--- src/rtl/mfsk_dds_mod.sv ---
// M-ary FSK modulator built around one phase accumulator.
// A run-time FTW table holds 2^SYM_BITS tones. Symbols are accepted into a
// one-entry holding register and transmitted for SYM_SAMPLES DAC samples each.
// The tone switches at symbol boundaries with no phase reset, so the output
// phase stays continuous.
//
// Ports:
//   sys_clk_i    system clock, rising edge
//   sys_rst_i    asynchronous active-high reset
//   enable_i     run enable; low freezes sample timing and the datapath
//   ftw_we_i     FTW table write strobe
//   ftw_sel_i    FTW table write index
//   ftw_wdata_i  FTW write value
//   sym_valid_i  symbol offered
//   sym_data_i   symbol value (tone index)
//   sym_ready_o  holding register empty
//   busy_o       transmitting a symbol
//   rom_addr_o   external sine ROM address (top bits of the accumulator)
//   rom_data_i   sine ROM data, one cycle after rom_addr_o
//   da_clk_o     registered DAC sample clock
//   da_data_o    registered DAC sample
module mfsk_dds_mod #(
    parameter int unsigned PHASE_W     = 32,
    parameter int unsigned ADDR_W      = 8,
    parameter int unsigned DATA_W      = 8,
    parameter int unsigned SYM_BITS    = 1,
    parameter int unsigned SAMPLE_DIV  = 2,
    parameter int unsigned SYM_SAMPLES = 1000
) (
    input  logic                sys_clk_i,
    input  logic                sys_rst_i,
    input  logic                enable_i,
    input  logic                ftw_we_i,
    input  logic [SYM_BITS-1:0] ftw_sel_i,
    input  logic [PHASE_W-1:0]  ftw_wdata_i,
    input  logic                sym_valid_i,
    input  logic [SYM_BITS-1:0] sym_data_i,
    output logic                sym_ready_o,
    output logic                busy_o,
    output logic [ADDR_W-1:0]   rom_addr_o,
    input  logic [DATA_W-1:0]   rom_data_i,
    output logic                da_clk_o,
    output logic [DATA_W-1:0]   da_data_o
);

    localparam int unsigned NumTones = 2 ** SYM_BITS;
    localparam int unsigned DivW     = $clog2(SAMPLE_DIV);
    localparam int unsigned SymCntW  = (SYM_SAMPLES > 1) ? $clog2(SYM_SAMPLES) : 1;

    localparam logic [DivW-1:0]    DivLast  = DivW'(SAMPLE_DIV - 1);
    localparam logic [DivW-1:0]    DivHalf  = DivW'(SAMPLE_DIV / 2);
    localparam logic [SymCntW-1:0] SymLast  = SymCntW'(SYM_SAMPLES - 1);
    localparam logic [DATA_W-1:0]  MidScale = {1'b1, {(DATA_W - 1){1'b0}}};

    typedef enum logic [0:0] {StIdle, StSend} state_e;

    state_e state_q, state_d;

    logic [NumTones-1:0][PHASE_W-1:0] ftw_q;
    logic [PHASE_W-1:0]  acc_q, acc_d;
    logic [DivW-1:0]     div_cnt_q, div_cnt_d;
    logic [SymCntW-1:0]  sym_cnt_q, sym_cnt_d;
    logic                hold_valid_q, hold_valid_d;
    logic [SYM_BITS-1:0] hold_sym_q, hold_sym_d;
    logic [SYM_BITS-1:0] cur_sym_q, cur_sym_d;
    logic                was_send_q, was_send_d;
    logic                da_clk_q, da_clk_d;
    logic [DATA_W-1:0]   da_data_q, da_data_d;

    logic tick;
    logic load;

    assign tick = enable_i && (div_cnt_q == DivLast);
    // A held symbol starts on a tick when idle, or on the last sample of the current symbol.
    assign load = tick && hold_valid_q && ((state_q == StIdle) || (sym_cnt_q == SymLast));

    // FTW table: writes are independent of enable and state.
    always_ff @(posedge sys_clk_i or posedge sys_rst_i) begin
        if (sys_rst_i) begin
            ftw_q <= '0;
        end else if (ftw_we_i) begin
            ftw_q[ftw_sel_i] <= ftw_wdata_i;
        end
    end

    // State register.
    always_ff @(posedge sys_clk_i or posedge sys_rst_i) begin
        if (sys_rst_i) begin
            state_q <= StIdle;
        end else begin
            state_q <= state_d;
        end
    end

    // Next-state logic.
    always_comb begin
        state_d = state_q;
        unique case (state_q)
            StIdle: begin
                if (load) state_d = StSend;
            end
            StSend: begin
                if (tick && (sym_cnt_q == SymLast) && !hold_valid_q) state_d = StIdle;
            end
            default: state_d = StIdle;
        endcase
    end

    // FSM outputs.
    always_comb begin
        busy_o      = (state_q == StSend);
        sym_ready_o = !hold_valid_q;
    end

    // Datapath next-state.
    always_comb begin
        div_cnt_d    = div_cnt_q;
        acc_d        = acc_q;
        sym_cnt_d    = sym_cnt_q;
        cur_sym_d    = cur_sym_q;
        hold_valid_d = hold_valid_q;
        hold_sym_d   = hold_sym_q;
        was_send_d   = was_send_q;
        da_data_d    = da_data_q;

        if (enable_i) begin
            div_cnt_d = tick ? '0 : div_cnt_q + DivW'(1);
        end

        if (tick) begin
            // acc is one sample ahead of the DAC: only samples whose phase was
            // advanced during a SEND sample carry ROM data.
            da_data_d  = was_send_q ? rom_data_i : MidScale;
            was_send_d = (state_q == StSend);
        end

        if (tick && (state_q == StSend)) begin
            acc_d     = acc_q + ftw_q[cur_sym_q];
            sym_cnt_d = sym_cnt_q + SymCntW'(1);
        end

        // Consume takes priority; acceptance only happens while the holder is empty.
        if (load) begin
            cur_sym_d    = hold_sym_q;
            sym_cnt_d    = '0;
            hold_valid_d = 1'b0;
        end else if (sym_valid_i && !hold_valid_q) begin
            hold_sym_d   = sym_data_i;
            hold_valid_d = 1'b1;
        end

        // Registered DAC clock; forced low while disabled.
        da_clk_d = enable_i && (div_cnt_d >= DivHalf);
    end

    always_ff @(posedge sys_clk_i or posedge sys_rst_i) begin
        if (sys_rst_i) begin
            acc_q        <= '0;
            div_cnt_q    <= '0;
            sym_cnt_q    <= '0;
            cur_sym_q    <= '0;
            hold_valid_q <= 1'b0;
            hold_sym_q   <= '0;
            was_send_q   <= 1'b0;
            da_clk_q     <= 1'b0;
            da_data_q    <= MidScale;
        end else begin
            acc_q        <= acc_d;
            div_cnt_q    <= div_cnt_d;
            sym_cnt_q    <= sym_cnt_d;
            cur_sym_q    <= cur_sym_d;
            hold_valid_q <= hold_valid_d;
            hold_sym_q   <= hold_sym_d;
            was_send_q   <= was_send_d;
            da_clk_q     <= da_clk_d;
            da_data_q    <= da_data_d;
        end
    end

    assign rom_addr_o = acc_q[PHASE_W-1 -: ADDR_W];
    assign da_clk_o   = da_clk_q;
    assign da_data_o  = da_data_q;

endmodule

--- config.mk ---
export PLATFORM = sky130hd
export DESIGN_NAME = mfsk_dds_mod
export DESIGN_NICKNAME = d
export VERILOG_FILES = /design/src/rtl/mfsk_dds_mod.sv
export SDC_FILE = /design/constraint.sdc
export NUM_CORES = 1
export LEC_CHECK = 0
export CORE_UTILIZATION = 58
export DETAILED_ROUTE_END_ITERATION = 16
export PLACE_DENSITY = 0.85
export SLEW_MARGIN = 20
export SYNTH_ARGS = -nofsm -noshare
export SYNTH_HDL_FRONTEND = slang
export SYNTH_SLANG_ARGS = --single-unit
--- constraint.sdc ---
create_clock -name sys_clk_i -period 4.63 [get_ports sys_clk_i]
set_clock_uncertainty 0.2 [all_clocks]
set_input_delay 0.926 -clock sys_clk_i [delete_from_list [all_inputs] [get_ports sys_clk_i]]
set_output_delay 0.926 -clock sys_clk_i [all_outputs]
set_load 0.1 [all_outputs]
==> flow_summary.json, run 1 <==
{
  "status": "finished, final reports clean",
  "hpwl_mm": 10.7,
  "min_path_type": "flip-flop to flip-flop",
  "synthAdderAreaFrac": 0.0651,
  "fmax_mhz": 269,
  "core_area_mm2": 0.0115,
  "final_nets": 794,
  "cts_tree": "yes",
  "start_util": 0.596,
  "avgRoutedWirePerCell_um": 17.9,
  "tns_ns": 0,
  "wirelength_mm": 15.5,
  "fin_util": 0.711,
  "gp_congestion": 0.915,
  "power_mw": 6.40,
  "row_count": 39,
  "drt_iter0_drc": 319,
  "cts_root_buf": "clkbuf_16",
  "cts_sinks": 121,
  "grt_use_total": 0.271,
  "finalHoldViolCount": 0,
  "swShare": 0.453,
  "synth_compound_area_frac": 0.134,
  "fillers": 829,
  "clk_pin_slew_worst_paths_ns": 0.06,
  "slew_headroom": 0.339,
  "yosysWarnings": 0,
  "drv_cap": 0,
  "avgSynthCellArea_um2": 10.4,
  "rsz0062_at_grt": "false",
  "power_leakage_nw": 3.49,
  "num_vias": 5180,
  "final.min_clock_period_ns": 3.71,
  "synth.distinct_cells": 59,
  "grt_max_degree": 68,
  "syn_area_mm2": 0.00684,
  "cts_buffers": 17,
  "synth_xor_area_frac": 0.0461,
  "ys_async_sr_fraction": 1.00,
  "clock_path_buffers": 2,
  "p_sw_mw": 2.90,
  "syn-num-nets": 738,
  "setup_violations": 0,
  "htreeDepth": 4,
  "grt_overflow": 0,
  "critPathArrivalTime_ns": 3.79,
  "drcViolationCount": 0,
  "peakVddDrop_mv": 0.665,
  "cts_setup_buffers": 0,
  "synth_ff_type": "dfrtp_1",
  "worst_pin_slew_ns": 0.988,
  "cp_max_fo": 33,
  "crit_type": "flip-flop to flip-flop",
  "die_h_um": 111,
  "synth_mux_area_frac": 0.166,
  "p_int_mw": 3.50,
  "area_growth_pct": 19.2,
  "ant_nets": 0,
  "ctsResizeCount": 0,
  "dieArea_mm2": 0.0122,
  "hold_slack_ns": 0.283,
  "end_kind": "flip-flop",
  "cp-start-kind": "flip-flop",
  "diodes": 0,
  "synthCells": 656,
  "drive_gt1_frac": 0.214,
  "synth_top_family_by_area": "multiplexers",
  "power_density_mw_per_mm2": 785,
  "p_comb_frac": 0.545,
  "boundaryPins": 66,
  "period_share": 0.802,
  "hold_buffers": 0,
  "firstDrtPassIters": 5,
  "yosys.area_share.simple": 0.109,
  "seqPwrFrac": 0.242,
  "grt_antenna_before_repair": 0,
  "yosysSeqAreaShare": 0.443,
  "grt_pass1_vias": 5445,
  "synth_edf_count": 0,
  "clkPwrFrac": 0.213,
  "via_per_inst": 5.97,
  "grt_first_pass_wirelength_mm": 26.4,
  "ys_seq_elements": 121,
  "io_buffers": 65,
  "maxSlewViolCount": 0,
  "clock_latency_ns": 0.43,
  "crit_required_ns": 4.71,
  "die_w_um": 111
}
logic make-up (layout without fill, tap and decap cells):
kind of cell    after synthesis  after routing
xor+xnor                     36             36
flops                       121            121
simple gates                165            165
fa+ha+maj                    35             35
buf+inv                      51            120
compound gates              147            147
mux                         101            101
power groups by stage:
stage | Combinational [mW] | Sequential, mW | Clock, mW
2_1_floorplan | 2.56 | 1.70 | 0
3_3_place_gp | 3.34 | 1.54 | 0
3_5_place_dp | 3.42 | 1.56 | 0
4_1_cts | 3.45 | 1.55 | 1.37
5_1_grt | 3.77 | 1.58 | 1.42
6_report | 3.49 | 1.55 | 1.36
final timing paths:
kind                                 from           end  slack (ns)  cells after the start
worst max-delay path            cur_sym_q     acc_q[22]        0.92                     11
worst min register to register  acc_q[31]     acc_q[31]        0.28                      1
worst max register to register  cur_sym_q     acc_q[22]        0.92                     11
worst min-delay path            acc_q[31]     acc_q[31]        0.28                      1
max in group asynchronous       sys_rst_i     ftw_q[50]        2.62                      3
min in group asynchronous       sys_rst_i  da_data_o[5]        0.83                      2
synth_stat cells (2+ instances only):
library cell | number | share of area
xnor2_1 | 18 | 0.023
o21bai_1 | 3 | 0.0033
nor2_1 | 45 | 0.025
o21a_1 | 2 | 0.0022
a21oi_4 | 2 | 0.0048
dfrtp_1 | 120 | 0.44
xor2_1 | 18 | 0.023
a21boi_0 | 2 | 0.0022
buf_4 | 10 | 0.011
or3_1 | 3 | 0.0027
mux2_2 | 100 | 0.16
nand3_1 | 12 | 0.0088
a31oi_1 | 4 | 0.0037
a2111oi_2 | 2 | 0.0044
a21oi_2 | 2 | 0.0026
buf_1 | 6 | 0.0033
and3_1 | 3 | 0.0027
clkbuf_1 | 14 | 0.0077
o21ai_0 | 51 | 0.037
a21oi_1 | 39 | 0.029
nand4_1 | 9 | 0.0082
inv_1 | 18 | 0.0099
nor3_1 | 6 | 0.0044
a211oi_1 | 4 | 0.0044
ha_1 | 34 | 0.062
and2_1 | 5 | 0.0046
nand2_1 | 73 | 0.040
o211ai_1 | 2 | 0.0022
a21o_1 | 10 | 0.011
o21ai_1 | 7 | 0.0051
a22o_1 | 2 | 0.0026
o31ai_1 | 3 | 0.0033
worst max-delay path, stage by stage (launching register included):
cell and delay (ns):
dfrtp_1 0.32, buf_4 0.39, mux2_2 0.40, ha_1 0.24
fa_1 0.44, a211oi_1 0.36, nor4b_1 0.11, nor2_1 0.35
o21ai_1 0.23, a21boi_0 0.25, xor2_1 0.17, o21ai_0 0.10
metal layers:
metal,share of wire,track usage,wire (um),vias up
li1,-,-,-,2448
met1,0.45,0.353,6920,2537
met2,0.48,0.450,7500,167
met3,0.051,0.0560,797,28
met4,0.020,0.0951,316,0
met5,0,0,0,-
cell type report:
class                   count  area, um^2  share of cell area
clock buffers              18         439              0.0539
clock inverters            14         170              0.0209
inverters                  18        70.1             0.00859
multi-input cells         484        3560               0.437
flip-flops and latches    121        3030               0.372
well taps                 143         179              0.0219
repair buffers             70         701              0.0859
placed cells by master (no fill, tap or decap), drive strengths merged, types with 4 or more instances in the layout:
master	n
and2	5
o21bai	4
a21o	10
nor2	46
inv	21
a211oi	4
a31oi	4
buf	5
nand3	13
nand4	10
ha	34
a21oi	43
xnor2	18
clkbuf	18
clkdlybuf4s50	65
clkinv	7
dfrtp	120
mux2	100
nor3	7
nand2	73
xor2	18
o21ai	59
registers in the layout, indices dropped and copies added (netlist names), 8 cells and up:
name / count
sym_cnt_q: 10
da_data_o: 8
ftw_q: 64
acc_q: 32
stage by stage:
| stage | instance area (um^2) | setup slack, ns | instances |
|---|---|---|---|
| after floorplan | 6840 | 0.291 | 656 |
| after global placement | 7540 | 1.09 | 836 |
| after detailed placement | 7540 | 0.952 | 836 |
| after CTS | 8150 | 0.940 | 868 |
| after global routing | 8150 | 0.682 | 868 |
| final | 8150 | 0.916 | 868 |
(Power assumes the default switching activity.)
==> inputs of run 2 (changes only) <==
- clock period: 4.63 -> 3.58 ns (I/O delays scaled with it)
==> run 2 against run 1 <==
  * Cell count rose by 0.81%
  * Register-to-register slack got worse by 0.69 ns
  * Combinational power rose by 30%
  * First-iteration DRC count fell by 16%
  * Worst setup slack got worse by 0.69 ns
  * Die area did not move
  * Hold slack improved by 0.0051 ns
  * Highest routed layer unchanged
  * Total power rose by 32%
  * Sequential share of layout area fell by 0.38 points
  * Critical endpoint is now acc_q[27]
  * Non-clock buffer count rose by 7
  * Clock power rose by 39%
  * Core utilization rose by 0.73 points
==> flow_summary.json, run 2 (same netlist as run 1, synthesis figures left out) <==
{
  "hold_buffers": 0,
  "period_share": 0.937,
  "wirelength_mm": 15.4,
  "end_kind": "flip-flop",
  "place_area_mm2": 0.00756,
  "reg.largest.list": "ftw_q (64), acc_q (32), sym_cnt_q (10)",
  "ctsResizeCount": 0,
  "grt_overflow": 0,
  "min_path_type": "flip-flop to flip-flop",
  "power_density_mw_per_mm2": 1020,
  "status": "finished, final reports clean",
  "largest_reg_flops": 64,
  "clock_latency_ns": 0.43,
  "drt_iter0_drc": 268,
  "drcViolationCount": 0,
  "gp_congestion": 0.925,
  "slowest_stage": "a2111oi_4",
  "cp-start-kind": "flip-flop",
  "firstDrtPassIters": 5,
  "setup_violations": 0,
  "critPathArrivalTime_ns": 3.43,
  "htreeDepth": 4,
  "cts_tree": "yes",
  "crit_type": "flip-flop to flip-flop",
  "grt_max_degree": 59,
  "avgRoutedWirePerCell_um": 17.6,
  "hold_slack_ns": 0.288,
  "slowest_delay_ns": 0.47,
  "die_h_um": 111,
  "clock_path_buffers": 2,
  "power_leakage_nw": 3.57,
  "power_mw": 8.43,
  "diodes": 0,
  "dieArea_mm2": 0.0122,
  "grt_use_total": 0.272,
  "worst_pin_slew_ns": 0.846,
  "hpwl_mm": 10.9,
  "ff2ff_setup_slack_ns": 0.22,
  "cts_setup_buffers": 0,
  "boundaryPins": 66,
  "fmax_mhz": 298,
  "slew_headroom": 0.435,
  "crit_buf_inv": 2,
  "rsz0062_at_grt": "false",
  "drv_cap": 0,
  "num_vias": 5227,
  "tns_ns": 0,
  "cp_max_fo": 14,
  "die_w_um": 111,
  "final.min_clock_period_ns": 3.36,
  "cpMostUsedCell": "buf_4",
  "cts_sinks": 121,
  "grt_pass1_vias": 5471,
  "core_area_mm2": 0.0115,
  "final_nets": 801,
  "start_util": 0.596,
  "fillers": 811,
  "grt_antenna_before_repair": 0,
  "regMostFlops": "ftw_q",
  "cp_cell_sequence": "buf_4 > mux2_2 > ha_1 > a21oi_1 > o211ai_1 > a2111oi_4 > o31ai_1 > buf_4 > a21oi_2 > xnor2_1 > o21ai_1",
  "fin_util": 0.718,
  "final_area_mm2": 0.00824,
  "layout_common_cells": "dfrtp_1 (120), mux2_2 (100), nand2_1 (73)",
  "crit_required_ns": 3.66,
  "ant_nets": 0,
  "drive_gt1_frac": 0.246,
  "peakVddDrop_mv": 0.748,
  "clk_pin_slew_worst_paths_ns": 0.06,
  "row_count": 39,
  "final_common_cell": "dfrtp_1",
  "cts_root_buf": "clkbuf_16",
  "finalHoldViolCount": 0,
  "cp_top_family": "compound AO/OA/AOI/OAI gates",
  "via_per_inst": 5.97,
  "grt_first_pass_wirelength_mm": 26.4,
  "cts_buffers": 17,
  "io_buffers": 65,
  "area_growth_pct": 20.4,
  "maxSlewViolCount": 0
}
## run 2: cell count changes in the layout (fill, tap and decap cells not counted)
cell | previous run | this run
clkbuf_1 | 0 | 1
buf_4 | 4 | 29
clkbuf_8 | 1 | 0
inv_4 | 1 | 0
clkinv_2 | 4 | 2
clkinvlp_4 | 1 | 2
buf_12 | 1 | 2
bufinv_16 | 3 | 5
clkdlybuf4s50_1 | 65 | 46
a2111oi_4 | 0 | 2
a2111oi_2 | 2 | 0
## run 2: tightest hold or removal path, cell delays in order (launching register included)
cell and delay [ns]:
dfrtp_1 0.34, nand2_1 0.05, o21ai_0 0.06
## run 2: worst paths after layout
| path | cells past startpoint | end | from |
|---|---|---|---|
| setup reg to reg | 11 | acc_q[27] | cur_sym_q |
| min in group asynchronous | 2 | ftw_q[2] | sys_rst_i |
| setup / recovery | 11 | acc_q[27] | cur_sym_q |
| max in group asynchronous | 3 | da_data_o[7] | sys_rst_i |
| hold / removal | 2 | acc_q[7] | acc_q[7] |
| hold reg to reg | 2 | acc_q[7] | acc_q[7] |
## run 2: cell type report
type                       instances  area (um^2)  share of cell area
clock inverter                    14          220              0.0267
tap                              143          179              0.0217
inverter                          18         71.3             0.00866
multi-input combinational        484         3590               0.436
timing repair buffer              77          718              0.0872
clock buffer                      18          429              0.0521
sequential                       121         3030               0.368
## run 2: stage by stage
stage | cells | worst slack [ns]
2_1_floorplan | 656 | 0.330
3_3_place_gp | 843 | 0.281
3_5_place_dp | 843 | 0.154
4_1_cts | 875 | 0.147
5_1_grt | 875 | 0.00587
6_report | 875 | 0.224
## run 2: layer usage
metal	share of wire	routed length, um	global-route usage
met5	0	0	0
met2	0.49	7550	0.446
met4	0.023	353	0.109
met1	0.43	6610	0.345
met3	0.056	860	0.0670
## run 2: power breakdown
part / switching (mW) / internal, mW / total [mW]
logic: 2.85 / 1.70 / 4.54
registers: 0.255 / 1.75 / 2.01
clock network: 0.645 / 1.24 / 1.89
==> inputs of run 3 (changes only) <==
- CORE_ASPECT_RATIO: default -> 0.7
- CORE_UTILIZATION: 58 -> 52
- PLACE_DENSITY: 0.85 -> 0.8
- clock period: 3.58 -> 2.86 ns (I/O delays scaled with it)
==> run 3 against run 2 <==
  * Highest routed layer unchanged
  * Largest cell class unchanged
  * Sequential cell count stayed put
  * The flow now finishes with violations (DRC, setup timing)
  * Sequential share of layout area is 5.5 points lower
  * Largest power group unchanged
  * Die area is 11% higher
  * Non-clock buffer count is 104 higher
  * Global-route usage is 2.2 points higher
==> flow_summary.json, run 3 (same netlist as run 1, synthesis figures left out) <==
{
  "status": "finished with violations",
  "violations": "DRC, setup timing",
  "wl_met1_mm": 8.31,
  "min_path_type": "flip-flop to flip-flop",
  "slowest_stage": "dfrtp_2",
  "critPathArrivalTime_ns": 3.31,
  "r2r_cells": 10,
  "ant_nets": 0,
  "rsz0062_at_grt": "true",
  "grt_pass1_vias": 6164,
  "largest_reg_flops": 64,
  "start_util": 0.541,
  "clk_pin_slew_worst_paths_ns": 0.07,
  "cts_root_buf": "clkbuf_16",
  "cp.depth": 10,
  "crit_buf_inv": 1,
  "finalHoldViolCount": 0,
  "highest_layer": "met4",
  "drive_gt1_frac": 0.439,
  "wirelength_mm": 19.3,
  "place_area_mm2": 0.00831,
  "drt_iter0_drc": 427,
  "route.met3.wl_mm": 1.04,
  "htreeDepth": 4,
  "final_nets": 905,
  "regMostFlops": "ftw_q",
  "clock_latency_ns": 0.43,
  "cp_cell_sequence": "buf_8 > mux2_2 > ha_1 > a21o_1 > a211oi_1 > a2bb2oi_1 > o21ai_1 > nor3_1 > o21a_1 > xor2_1",
  "cts_tree": "yes",
  "final.min_clock_period_ns": 3.15,
  "dieArea_mm2": 0.0136,
  "crit_required_ns": 3.01,
  "cp-start-kind": "flip-flop",
  "drcViolationCount": 3,
  "fin_ws_ns": -0.293,
  "maxSlewViolCount": 0,
  "end_kind": "flip-flop",
  "crit_type": "flip-flop to flip-flop",
  "cts_sinks": 121,
  "hold_buffers": 0,
  "boundaryPins": 66,
  "setup_violations": 20,
  "hold_path_depth": 2,
  "core_area_mm2": 0.0126,
  "grt_first_pass_wirelength_mm": 31.2,
  "power_density_mw_per_mm2": 1400,
  "num_vias": 5827,
  "area_growth_pct": 41.7,
  "fmax_mhz": 317,
  "worst_pin_slew_ns": 0.519,
  "wl_met2_mm": 9.58,
  "firstDrtPassIters": 11,
  "grt_use_total": 0.294,
  "avgRoutedWirePerCell_um": 19.3,
  "layout_common_cells": "buf_4 (125), dfrtp_1 (119), mux2_2 (92)",
  "final_common_cell": "buf_4",
  "fin_util": 0.767,
  "slowest_delay_ns": 0.45,
  "io_buffers": 65,
  "clock_path_buffers": 2,
  "reg.largest.list": "ftw_q (64), acc_q (32), sym_cnt_q (10)",
  "drv_cap": 0,
  "hpwl_mm": 12.2,
  "peakVddDrop_mv": 0.679,
  "via_per_inst": 5.84,
  "die_h_um": 98.0,
  "grt_max_degree": 75,
  "row_count": 34,
  "die_w_um": 139,
  "cts_buffers": 17,
  "power_leakage_nw": 4.15,
  "grt_antenna_before_repair": 0,
  "final_area_mm2": 0.00969,
  "gp_congestion": 0.915,
  "fillers": 777,
  "grt_overflow": 0,
  "slew_headroom": 0.654,
  "diodes": 0,
  "cp_max_fo": 13,
  "period_share": 1.10,
  "cp_top_family": "compound AO/OA/AOI/OAI gates"
}
-- run 3: cell count changes in the layout (fill, tap and decap cells not counted), moves of 5 or more --
cell,delta
ha_1,-20
a21oi_2,+15
mux2_2,-8
buf_4,+96
ha_4,+18
o21ai_0,-18
inv_6,+5
nor2_1,-6
a21oi_1,-19
o21ai_1,+12
mux2_4,+8
-- run 3: repair_timing --
action / in CTS / in global routing
cloned: 1 / 0
setup buffers: 15 / 5
endpoints found under the setup margin: 23 / 24
resized for setup: 87 / 48
pin swaps: 26 / 28
-- run 3: area by class of cell --
type / count / area, um^2 / area share
timing repair buffer: 181 / 1560 / 0.161
clock inverter: 15 / 154 / 0.0159
multi-input combinational: 484 / 4250 / 0.438
inverter: 18 / 71.3 / 0.00736
sequential: 121 / 3030 / 0.313
clock buffer: 17 / 425 / 0.0439
tap: 162 / 203 / 0.0209
-- run 3: routing by layer --
| layer | vias to the layer above | GRT usage |
|---|---|---|
| li1 | 2665 | - |
| met1 | 2927 | 0.375 |
| met2 | 201 | 0.491 |
| met3 | 34 | 0.0696 |
| met4 | 0 | 0.107 |
| met5 | - | 0 |
-- run 3: power by group --
part,switching [mW],internal [mW]
logic,4.77,4.11
registers,0.404,2.19
clock network,0.913,1.23
-- run 3: worst paths after layout --
kind / startpoint / end / slack (ns)
worst max register to register: cur_sym_q / acc_q[31] / -0.29
worst max-delay path: cur_sym_q / acc_q[31] / -0.29
worst min register to register: acc_q[20] / acc_q[20] / 0.30
max in group asynchronous: sys_rst_i / da_data_o[7] / 1.66
min in group asynchronous: sys_rst_i / ftw_q[39] / 0.40
worst min-delay path: acc_q[20] / acc_q[20] / 0.30
-- run 3: tightest hold or removal path, delay by kind of cell, from the launching register on --
family	cells	cell delay, ns
flip-flops	1	0.35
AND/OR/NAND/NOR	1	0.05
AO/OA/AOI/OAI	1	0.06
-- run 3: per-stage QoR --
stage                     std cells  setup slack, ns  hold WS (ns)  power (mW)  setup TNS [ns]
after floorplan                 656          -0.0807         0.243        7.03         -0.0997
after global placement          948           -0.327         0.269        9.21           -1.88
after detailed placement        948           -0.280         0.281        9.44           -3.20
after CTS                       995           -0.142         0.297        12.8           -1.48
after global routing            998           -0.354         0.319        14.3           -3.72
final                           998           -0.293         0.297        13.6           -1.65
